==> config.mk <==
export PLATFORM = sky130hd
export DESIGN_NAME = if_stage
export DESIGN_NICKNAME = d
export VERILOG_FILES = /design/src/rtl/mips_pkg.sv /design/src/rtl/if_redirect_mux.sv /design/src/rtl/if_stage.sv
export SDC_FILE = /design/constraint.sdc
export NUM_CORES = 1
export LEC_CHECK = 0
export CAP_MARGIN = 20
export CORE_MARGIN = 1.5
export CORE_UTILIZATION = 45
export DETAILED_ROUTE_END_ITERATION = 12
export GPL_ROUTABILITY_DRIVEN = 0
export PLACE_DENSITY = 0.86
export SLEW_MARGIN = 15
export SYNTH_ARGS = -nofsm -noshare
export SYNTH_HDL_FRONTEND = slang
export SYNTH_HIERARCHICAL = 1
export SYNTH_SLANG_ARGS = --single-unit
==> constraint.sdc <==
create_clock -name clk -period 5.58 [get_ports clk]
set_input_delay 1.116 -clock clk [delete_from_list [all_inputs] [get_ports clk]]
set_output_delay 1.116 -clock clk [all_outputs]
set_load 0.1 [all_outputs]
==> src/rtl/mips_pkg.sv <==
// mips_pkg: definitions shared by the MIPS pipeline blocks.
//   RESET_PC_DEFAULT  PC value loaded on reset
//   if_state_t        fetch FSM states (IDLE / WAIT / KILL)
//   OP_* / FUNCT_JR   opcode and funct values of the jump instructions
//   jump_target()     J/JAL target: {pc4[31:28], index[25:0], 2'b00}
package mips_pkg;

    localparam logic [31:0] RESET_PC_DEFAULT = 32'h0000_0000;

    typedef enum logic [1:0] {
        IDLE = 2'd0,
        WAIT = 2'd1,
        KILL = 2'd2
    } if_state_t;

    localparam logic [5:0] OP_RTYPE = 6'b000000;
    localparam logic [5:0] OP_J     = 6'b000010;
    localparam logic [5:0] OP_JAL   = 6'b000011;
    localparam logic [5:0] FUNCT_JR = 6'b001000;

    function automatic logic [31:0] jump_target(input logic [3:0]  pc4_region,
                                                input logic [25:0] jump_index);
        return {pc4_region, jump_index, 2'b00};
    endfunction

endpackage

==> src/rtl/if_redirect_mux.sv <==
// if_redirect_mux: combinational priority select of the PC redirect.
//   branch_taken/branch_target  EX-stage branch (oldest, highest priority)
//   jr/jr_target                register jump decoded in IF/ID
//   j/jal + pc4_region/jump_index  absolute jump decoded in IF/ID
//   redirect                    any redirect active this cycle
//   redirect_target             selected new PC
module if_redirect_mux
    import mips_pkg::*;
(
    input  logic        branch_taken,
    input  logic [31:0] branch_target,
    input  logic        jr,
    input  logic [31:0] jr_target,
    input  logic        j,
    input  logic        jal,
    input  logic [3:0]  pc4_region,
    input  logic [25:0] jump_index,
    output logic        redirect,
    output logic [31:0] redirect_target
);

    always_comb begin
        redirect        = branch_taken | jr | j | jal;
        redirect_target = jump_target(pc4_region, jump_index);
        if (branch_taken) begin
            redirect_target = branch_target;
        end else if (jr) begin
            redirect_target = jr_target;
        end
    end

endmodule

==> src/rtl/if_stage.sv <==
// if_stage: instruction fetch stage. Owns the PC, keeps at most one
// instruction-memory request outstanding and holds the IF/ID register.
//   clk, rst                     clock, async active-high reset
//   pcwrite, stall               hold PC and IF/ID when pcwrite=0 or stall=1
//   branch_taken/branch_target   EX-stage redirect
//   j, jal, jr, jr_target        IF/ID-stage redirects
//   imem_req/imem_addr           fetch request (accepted when high)
//   imem_rvalid/imem_rdata       fetch response
//   ifid_inst/ifid_pc4/ifid_valid  IF/ID pipeline register
module if_stage
    import mips_pkg::*;
#(
    parameter logic [31:0] RESET_PC = RESET_PC_DEFAULT
)
(
    input  logic        clk,
    input  logic        rst,
    input  logic        pcwrite,
    input  logic        stall,
    input  logic        branch_taken,
    input  logic [31:0] branch_target,
    input  logic        j,
    input  logic        jal,
    input  logic        jr,
    input  logic [31:0] jr_target,
    output logic        imem_req,
    output logic [31:0] imem_addr,
    input  logic        imem_rvalid,
    input  logic [31:0] imem_rdata,
    output logic [31:0] ifid_inst,
    output logic [31:0] ifid_pc4,
    output logic        ifid_valid
);

    if_state_t   state_q, state_d;
    logic [31:0] pc_q, pc_d;
    logic        skid_full_q, skid_full_d;
    logic [31:0] skid_inst_q, skid_inst_d;
    logic [31:0] skid_pc4_q, skid_pc4_d;
    logic [31:0] ifid_inst_q, ifid_inst_d;
    logic [31:0] ifid_pc4_q, ifid_pc4_d;
    logic        ifid_valid_q, ifid_valid_d;

    logic        hold;
    logic        redirect;
    logic [31:0] redirect_target;
    logic [31:0] pc_plus4;
    logic        resp_take;
    logic        chain;
    logic        req_raw;

    if_redirect_mux u_redirect_mux (
        .branch_taken    (branch_taken),
        .branch_target   (branch_target),
        .jr              (jr),
        .jr_target       (jr_target),
        .j               (j),
        .jal             (jal),
        .pc4_region      (ifid_pc4_q[31:28]),
        .jump_index      (ifid_inst_q[25:0]),
        .redirect        (redirect),
        .redirect_target (redirect_target)
    );

    always_comb begin
        hold      = stall | ~pcwrite;
        pc_plus4  = pc_q + 32'd4;
        // A response for the current PC that survives (not being redirected).
        resp_take = (state_q == WAIT) & imem_rvalid & ~redirect;
        // Response goes straight into IF/ID and the next fetch issues at once.
        chain     = resp_take & ~hold & ~skid_full_q;

        state_d      = state_q;
        pc_d         = pc_q;
        skid_full_d  = skid_full_q;
        skid_inst_d  = skid_inst_q;
        skid_pc4_d   = skid_pc4_q;
        ifid_inst_d  = ifid_inst_q;
        ifid_pc4_d   = ifid_pc4_q;
        ifid_valid_d = ifid_valid_q;
        req_raw      = 1'b0;
        imem_addr    = pc_q;

        case (state_q)
            IDLE: begin
                if (!redirect && !skid_full_q) begin
                    req_raw = 1'b1;
                    state_d = WAIT;
                end
            end
            WAIT: begin
                if (imem_rvalid) begin
                    if (chain) begin
                        req_raw   = 1'b1;
                        imem_addr = pc_plus4;
                    end else begin
                        state_d = IDLE;
                    end
                end else if (redirect) begin
                    state_d = KILL;
                end
            end
            KILL: begin
                if (imem_rvalid) begin
                    state_d = IDLE;
                end
            end
            default: state_d = IDLE;
        endcase

        if (redirect) begin
            pc_d = redirect_target;
        end else if (resp_take) begin
            pc_d = pc_plus4;
        end

        if (redirect) begin
            ifid_inst_d  = 32'd0;
            ifid_pc4_d   = 32'd0;
            ifid_valid_d = 1'b0;
            skid_full_d  = 1'b0;
        end else begin
            if (!hold) begin
                if (skid_full_q) begin
                    ifid_inst_d  = skid_inst_q;
                    ifid_pc4_d   = skid_pc4_q;
                    ifid_valid_d = 1'b1;
                    skid_full_d  = 1'b0;
                end else if (resp_take) begin
                    ifid_inst_d  = imem_rdata;
                    ifid_pc4_d   = pc_plus4;
                    ifid_valid_d = 1'b1;
                end else begin
                    ifid_inst_d  = 32'd0;
                    ifid_pc4_d   = 32'd0;
                    ifid_valid_d = 1'b0;
                end
            end
            // Response that cannot go straight to IF/ID is parked.
            if (resp_take && !chain) begin
                skid_full_d = 1'b1;
                skid_inst_d = imem_rdata;
                skid_pc4_d  = pc_plus4;
            end
        end
    end

    // No request may escape while reset is held, even though IDLE would ask.
    assign imem_req   = req_raw & ~rst;
    assign ifid_inst  = ifid_inst_q;
    assign ifid_pc4   = ifid_pc4_q;
    assign ifid_valid = ifid_valid_q;

    always_ff @(posedge clk or posedge rst) begin
        if (rst) begin
            state_q      <= IDLE;
            pc_q         <= RESET_PC;
            skid_full_q  <= 1'b0;
            skid_inst_q  <= 32'd0;
            skid_pc4_q   <= 32'd0;
            ifid_inst_q  <= 32'd0;
            ifid_pc4_q   <= 32'd0;
            ifid_valid_q <= 1'b0;
        end else begin
            state_q      <= state_d;
            pc_q         <= pc_d;
            skid_full_q  <= skid_full_d;
            skid_inst_q  <= skid_inst_d;
            skid_pc4_q   <= skid_pc4_d;
            ifid_inst_q  <= ifid_inst_d;
            ifid_pc4_q   <= ifid_pc4_d;
            ifid_valid_q <= ifid_valid_d;
        end
    end

endmodule
==> results.py <==
metrics = {
    "logic_synthesis": {
        "synth-xor-area-share_pct": 8.53,
        "synth_seq_cells": 164,
        "yosysSeqAreaShare_pct": 46.5,
        "synth_area_per_cell_um2": 9.53,
        "synth_top_area_share_pct": 46.5,
        "syn-cell-area_mm2": 0.00883,
        "ys.flop_type": "dfrtp_1",
        "yosysWarnings": 6,
        "synth_common_cells": "164 x dfrtp_1, 164 x nand2_1, 150 x o21ai_0",
        "synth_mux_area_share_pct": 8.49,
        "mappedNetlistNets": 1033,
        "synth.largest_area_cell": "dfrtp_1",
        "synth_cells": 927,
        "synthArstFlopShare_pct": 100,
        "synth_top_family_by_area": "simple AND/OR/NAND/NOR gates",
        "synthAdderAreaFrac_pct": 0.142,
        "synth_compound_area_share_pct": 14.6,
        "synth_simple_gate_area_share_pct": 15.6,
        "synthTopCellsByArea": "dfrtp_1 46%, o21ai_0 8.5%, nand2_1 7.0%",
        "synth_cell_types": 51,
        "synth_edf_count": 0,
    },
    "pwr": {
        "leakage_nw": 4.90,
        "powerDensity_mw_per_mm2": 250,
        "ir_worst_vdd_mv": 0.220,
    },
    "grt": {
        "grt_pass1_wl_um": 38900,
        "grt_pass1_vias": 7397,
        "overflow": 0,
        "antenna_found_initial": 0,
        "grt.total_usage_pct": 24.6,
        "grt_max_degree": 109,
    },
    "layout": {
        "fin_area_mm2": 0.0117,
        "drive_gt1_share_pct": 13.5,
        "fillerInstances": 1539,
        "seqCellArea_mm2": 0.00411,
        "multi_input_area_mm2": 0.00421,
        "final_core_utilization_pct": 60.6,
        "antenna_cells": 0,
        "nNetsFinal": 1183,
        "syn_to_final_growth_pct": 32.7,
    },
    "clocking": {
        "clkLatencyLatePin_ps": 430,
        "h-tree-depth": 4,
        "clk_pin_slew_ps": 60,
        "post_cts_buffers": 0,
        "postCtsHoldBufs": 0,
        "cts_tree": "built",
        "clockBufferDepth": 2,
        "cts-root-buf": "clkbuf_16",
        "cts.sinks": 164,
        "post_cts_resized": 0,
        "cts_made_buffers": 17,
    },
    "detailed_routing": {
        "wirelength_um": 24700,
        "wl_per_cell_um": 18.2,
        "remaining_drc_errors": 0,
        "avgViaCountPerCell": 5.62,
        "num_vias": 7612,
        "drt_pass1_iterations": 6,
        "antenna_left": 0,
        "drt_iter0_markers": 513,
    },
    "timing": {
        "period_share_pct": 89.7,
        "worst_slew_pin_slew_ps": 1030,
        "setup_violations": 0,
        "fmax_mhz": 200,
        "hold_viol_final": 0,
        "post-route-min-period_ps": 5000,
        "final.setup_skew_ps": 6.91,
        "slew_viol_final": 0,
        "setup-tns-final_ps": 0,
        "rsz0062_at_grt": "false",
        "slew-limit-headroom_pct": 31.5,
    },
    "worst_setup_path": {
        "crit_type": "input port to output pin",
        "worst-path-max-fanout": 34,
        "critical_path_required_ps": 4460,
        "arrival_ps": 3890,
        "rrSetupSlack_ps": 2950,
        "cp-end-kind": "output pin",
        "start_kind": "input port",
    },
    "floorplanning": {
        "io_pins": 203,
        "dieWidth_um": 143,
        "row_count": 51,
        "dieArea_mm2": 0.0205,
        "start_util_pct": 45.7,
        "coreArea_mm2": 0.0193,
        "die-height_um": 143,
    },
    "placed_design": {
        "portBuffers": 202,
        "placed_area_mm2": 0.0111,
        "hpwl_um": 17400,
    },
    "worst_hold_path": {
        "min_path_type": "register to register",
    },
    "job": {
        "cap_violations": 0,
    },
    "status": {
        "status": "finished, final reports clean",
    },
}
-- per-layer routing --
layer | part of all wire [%] | global-route usage (%)
met5 | 0 | 0
met4 | 2.4 | 8.68
met3 | 7.3 | 5.43
met2 | 49 | 40.6
met1 | 41 | 31.7
-- final cells by class --
type	count	area share, %
Clock buffer	20	3.90
Clock inverter	12	1.03
Inverter	4	0.171
Multi-Input combinational cell	668	35.9
Sequential cell	164	35.0
Tap cell	265	2.83
Timing Repair Buffer	222	21.1
-- critical path, stage by stage --
cell and delay, ps:
clkdlybuf4s50_1 400, or4_4 510, or2_2 370, nor2_4 110, nand2_2 450, nor3_1 410, xor2_1 290, buf_12 210
-- power breakdown --
part	total [mW]	switching (mW)	internal (mW)	leakage, nW
clock	1.15	0.505	0.647	0.278
sequential	1.28	0.0592	1.22	2.24
combinational	0.500	0.297	0.203	2.39
-- placed cells by master (no fill, tap or decap), drive strengths merged, types with 31 or more instances in the layout --
cell | synthesis | final
buf | 44 | 53
a22oi | 58 | 58
dfrtp | 164 | 164
nand2 | 166 | 166
o21ai | 151 | 151
xor2 | 64 | 64
clkdlybuf4s50 | 0 | 169
mux2i | 31 | 31
nor2 | 36 | 36
mux2 | 39 | 39
-- state kept, by name, indices dropped and copies added (netlist names) --
| signal | cells |
|---|---|
| skid_pc4_q | 32 |
| ifid_inst | 32 |
| ifid_valid | 1 |
| state_q | 2 |
| pc_q | 32 |
| ifid_pc4 | 32 |
| skid_full_q | 1 |
| skid_inst_q | 32 |
-- per-stage QoR --
step           hold slack, ps  setup WS (ps)  cells  total power, mW
2_1_floorplan             450           30.7    927             1.61
3_3_place_gp              462            649   1323             1.79
3_5_place_dp              471            548   1323             1.80
4_1_cts                   486            544   1355             2.95
5_1_grt                   516            411   1355             3.03
6_report                  482            577   1355             2.93
-- path summary, 6_finish.rpt --
check,endpoint,start,cells past startpoint
worst max-delay path,imem_addr[19],j,8
worst min-delay path,skid_pc4_q[28],skid_pc4_q[28],2
worst max register to register,skid_inst_q[3],skid_full_q,3
worst min register to register,skid_pc4_q[28],skid_pc4_q[28],2
max in group asynchronous,skid_pc4_q[6],rst,3
min in group asynchronous,ifid_pc4[4],rst,2
-- cell families (layout without fill, tap and decap cells) --
family          Yosys count  in the layout
compound gates          223            223
xor+xnor                 86             86
fa+ha+maj                 1              1
buf+inv                  95            258
flops                   164            164
mux                      70             70
simple gates            288            288
(Power assumes the default switching activity.)
